===== config.mk =====
export PLATFORM = sky130hd
export DESIGN_NAME = dec_64_b
export DESIGN_NICKNAME = d
export VERILOG_FILES = /design/src/rtl/dec_64_b.sv
export SDC_FILE = /design/constraint.sdc
export NUM_CORES = 1
export LEC_CHECK = 0
export ABC_AREA = 1
export CAP_MARGIN = 20
export CORE_ASPECT_RATIO = 0.6
export CORE_MARGIN = 4
export CORE_UTILIZATION = 40
export CTS_BUF_LIST = sky130_fd_sc_hd__clkbuf_4 sky130_fd_sc_hd__clkbuf_8 sky130_fd_sc_hd__clkbuf_16
export DETAILED_ROUTE_END_ITERATION = 7
export HOLD_SLACK_MARGIN = 0.02
export PLACE_DENSITY = 0.75
export SLEW_MARGIN = 5
export SYNTH_ARGS = -nofsm -noshare
export SYNTH_HDL_FRONTEND = slang
export SYNTH_SLANG_ARGS = --single-unit

===== constraint.sdc =====
create_clock -name clk_i -period 1.9 [get_ports clk_i]
set_clock_uncertainty 0.1 [all_clocks]
set_input_delay 0.285 -clock clk_i [delete_from_list [all_inputs] [get_ports clk_i]]
set_output_delay 0.285 -clock clk_i [all_outputs]
set_load 0.05 [all_outputs]

===== src/rtl/dec_64_b.sv =====
// 6-bit index to 64-bit one-hot decoder gated by a valid strobe.
// OUT_REG selects a one-cycle registered output or a purely combinational one.
module dec_64_b #(
    parameter logic OUT_REG = 1'b1
) (
    input  logic        clk_i,
    input  logic        rst_i,
    input  logic        init_i,
    input  logic [5:0]  data_i,
    output logic        done_o,
    output logic [63:0] data_o
);

    logic [63:0] dec_w;
    logic        vld_w;

    always_comb begin
        dec_w = 64'b0;
        if (init_i) begin
            dec_w = 64'd1 << data_i;
        end
        vld_w = init_i;
    end

    generate
        if (OUT_REG) begin : g_reg
            logic [63:0] data_q, data_d;
            logic        done_q, done_d;

            always_comb begin
                data_d = dec_w;
                done_d = vld_w;
            end

            // Reset wins over a concurrent valid input.
            always_ff @(posedge clk_i) begin
                if (rst_i) begin
                    data_q <= 64'b0;
                    done_q <= 1'b0;
                end else begin
                    data_q <= data_d;
                    done_q <= done_d;
                end
            end

            assign data_o = data_q;
            assign done_o = done_q;
        end else begin : g_comb
            logic unused_clk_w;
            assign unused_clk_w = clk_i;

            assign data_o = rst_i ? 64'b0 : dec_w;
            assign done_o = rst_i ? 1'b0  : vld_w;
        end
    endgenerate

endmodule


==> run_results.csv <==
group,metric,value,unit
clock_network,cts_resized,2,
logic_synthesis,yosys_warnings,0,
logic_synthesis,seq_area_frac_synth,69.5,%
die,dieWidth,96.3,um
clock_network,cts_tree,"yes",
clock_network,cts-root-buf,"clkbuf_8",
die,num_rows,18,
clock_network,htreeDepth,3,
place,placedCellCount,320,
critical_path,cpLargestDelayFamily,"buffers and inverters",
sta,rsz0062_at_grt,"no",
global_route,overflow,0,
logic_synthesis,post-synth-top-area-cell,"dfxtp_1",
global_route,grt_usage,18.3,%
routing,drt-pass1-iter-count,4,
routing,vias,1539,
sta,maxSlewViolCount,0,
logic_synthesis,synth_common_cells,"dfxtp_1, nor2_1, nand4_1",
critical_path,critPathSlowestCell,"clkdlybuf4s50_1",
logic_synthesis,synth_ff_type,"dfxtp_1",
clock_network,cts.sinks,65,
logic_synthesis,ys_types,11,
logic_synthesis,synth-seq-cells,65,
finish,area_delta_synth_final,56.8,%
logic_synthesis,synthArstFlopShare,0,%
critical_path,cpPeakStageDelay,0.81,ns
finish,final_cells,336,
critical_path,endpoint_kind,"output port",
logic_synthesis,synthCells,189,
sta,slew_headroom,64.3,%
hold_path,hold_class,"in2reg",
pwr,power_density,953,nW/um2
sta,tightest_slew,0.538,ns
critical_path,crit_path_start_kind,"flip-flop",
flow_run,maxCapViolations,0,
pwr,leakagePower,1.37,nW
finish,fillCellCount,344,
place,dpl.hpwl,3330,um
logic_synthesis,synth_area_leaders,"dfxtp_1, nor2_1, nand4_1, buf_2, nand3_1",
critical_path,path_buf_inv,1,
global_route,antenna_found_initial,0,
global_route,grt_pass1_wl,7600,um
global_route,grt_max_degree,33,
routing,ant_nets,0,
sta,finalCritPeriodShare,97.5,%
sta,finalHoldViolCount,0,
routing,drtIter0Drc,109,
sta,max_freq,540,MHz
critical_path,arrival,1.47,ns
finish,insertedDiodeCount,0,
logic_synthesis,syn_nets,198,
die,num_io_pins,74,
place,routabilityCongestion,0.784,
clock_network,cts_hold_repair.buffers,0,
logic_synthesis,synth_top_area_share,69.5,%
sta,setup_viol,0,
hold_path,worstHoldEndpoint,"done_o",
routing,drc,0,
finish,nNetsFinal,280,
status,status,"finished, final reports clean",
logic_synthesis,synth_area,1870,um2
clock_network,clkSlewWorstSetupHoldPaths,0.06,ns
critical_path,critPathKind,"reg2out",
clock_network,postCtsSetupBuffers,0,
hold_path,whs_path_depth,2,
pwr,vdd_drop_max,0.000673,V
die,dieArea,5870,um2
die,initial_core_util,43.5,%
routing,wirelength,4840,um
place,port_buffers,73,
clock_network,cts_buffer_depth,2,
routing,routedWlPerCell,14.4,um
routing,routed_via_density,4.58,
hold_path,min_from,"rst_i",
logic_synthesis,post-synth-top-count-cell,"dfxtp_1",
critical_path,crit_fanout,1,
clock_network,numCtsBuffers,9,
critical_path,crit_path_cell_trace,"clkdlybuf4s50_1",
critical_path,required,1.51,ns
die,dieHeight,61.0,um
global_route,grt_pass1_vias,1485,
sta,fin_setup_tns,0,ns
sta,fin_crit,1.85,ns
logic_synthesis,synth_area_per_cell,9.90,um2
logic_synthesis,synth_edf_count,0,
finish,drive_gt1_share,13.0,%
die,core_region_area,4300,um2
## layout by cell type (no fill, tap or decap), drive strengths merged
master,n
dfxtp,65
buf,19
nand3,10
nand4,22
dlymetal6s2s,15
nand2,1
clkinv,3
nor3,8
clkdlybuf4s50,48
bufinv,2
clkbuf,11
inv,8
dlygate4sd2,2
nor2,62
## cell type report
type	count	area (um2)	area share, %
clock buffer	11	145	4.94
clock inverter	5	78.8	2.69
inverter	8	30.0	1.02
multi-input combinational	103	464	15.8
sequential	65	1300	44.3
tap	60	75.1	2.56
timing repair buffer	84	841	28.6
## flip-flops by register name, summed over array words and instances (netlist names)
signal	count
data_o	64
done_o	1
## metrics by stage
stage          setup slack [ns]  power, W  utilization (%)  hold slack, ns  area (um2)
2_1_floorplan             0.876   0.00148                -           0.256        1870
3_3_place_gp              0.234   0.00154             62.2           0.641        2680
3_5_place_dp              0.155   0.00154             62.2           0.637        2680
4_1_cts                 0.00353   0.00283             67.4           0.382        2900
5_1_grt                 0.00173   0.00292             68.2           0.411        2940
6_report                 0.0472   0.00280             68.2           0.399        2940
## logic make-up after synthesis
family        count (synthesis)  synth area share, %
flops                        65                 69.5
buf+inv                      21                 5.68
simple gates                103                 24.8
## worst max-delay path by stage
stage,startpoint,to,cells after the start
after floorplan,data_i[4],data_o[12],5
after global placement,data_i[0],data_o[57],5
after detailed placement,data_i[0],data_o[1],5
after CTS,data_o[27],data_o[27],1
final,data_o[20],data_o[20],1
after global routing,data_o[30],data_o[30],1
## power by group
part / total (W) / internal (W) / switching [W]
sequential: 0.00137 / 0.00137 / 0.00000149
clock: 0.00129 / 0.000786 / 0.000501
combinational: 0.000142 / 0.0000476 / 0.0000939
total: 0.00280 / 0.00220 / 0.000596
## layer usage
layer / GRT usage (%) / part of all wire [%] / vias to the layer above
met2: 24.0 / 39 / 61
met3: 12.6 / 11 / 6
li1: - / - / 780
met5: 0 / 0 / -
met1: 23.9 / 49 / 692
met4: 5.99 / 0.64 / 0
No activity file was read; power rests on OpenSTA's default activity.
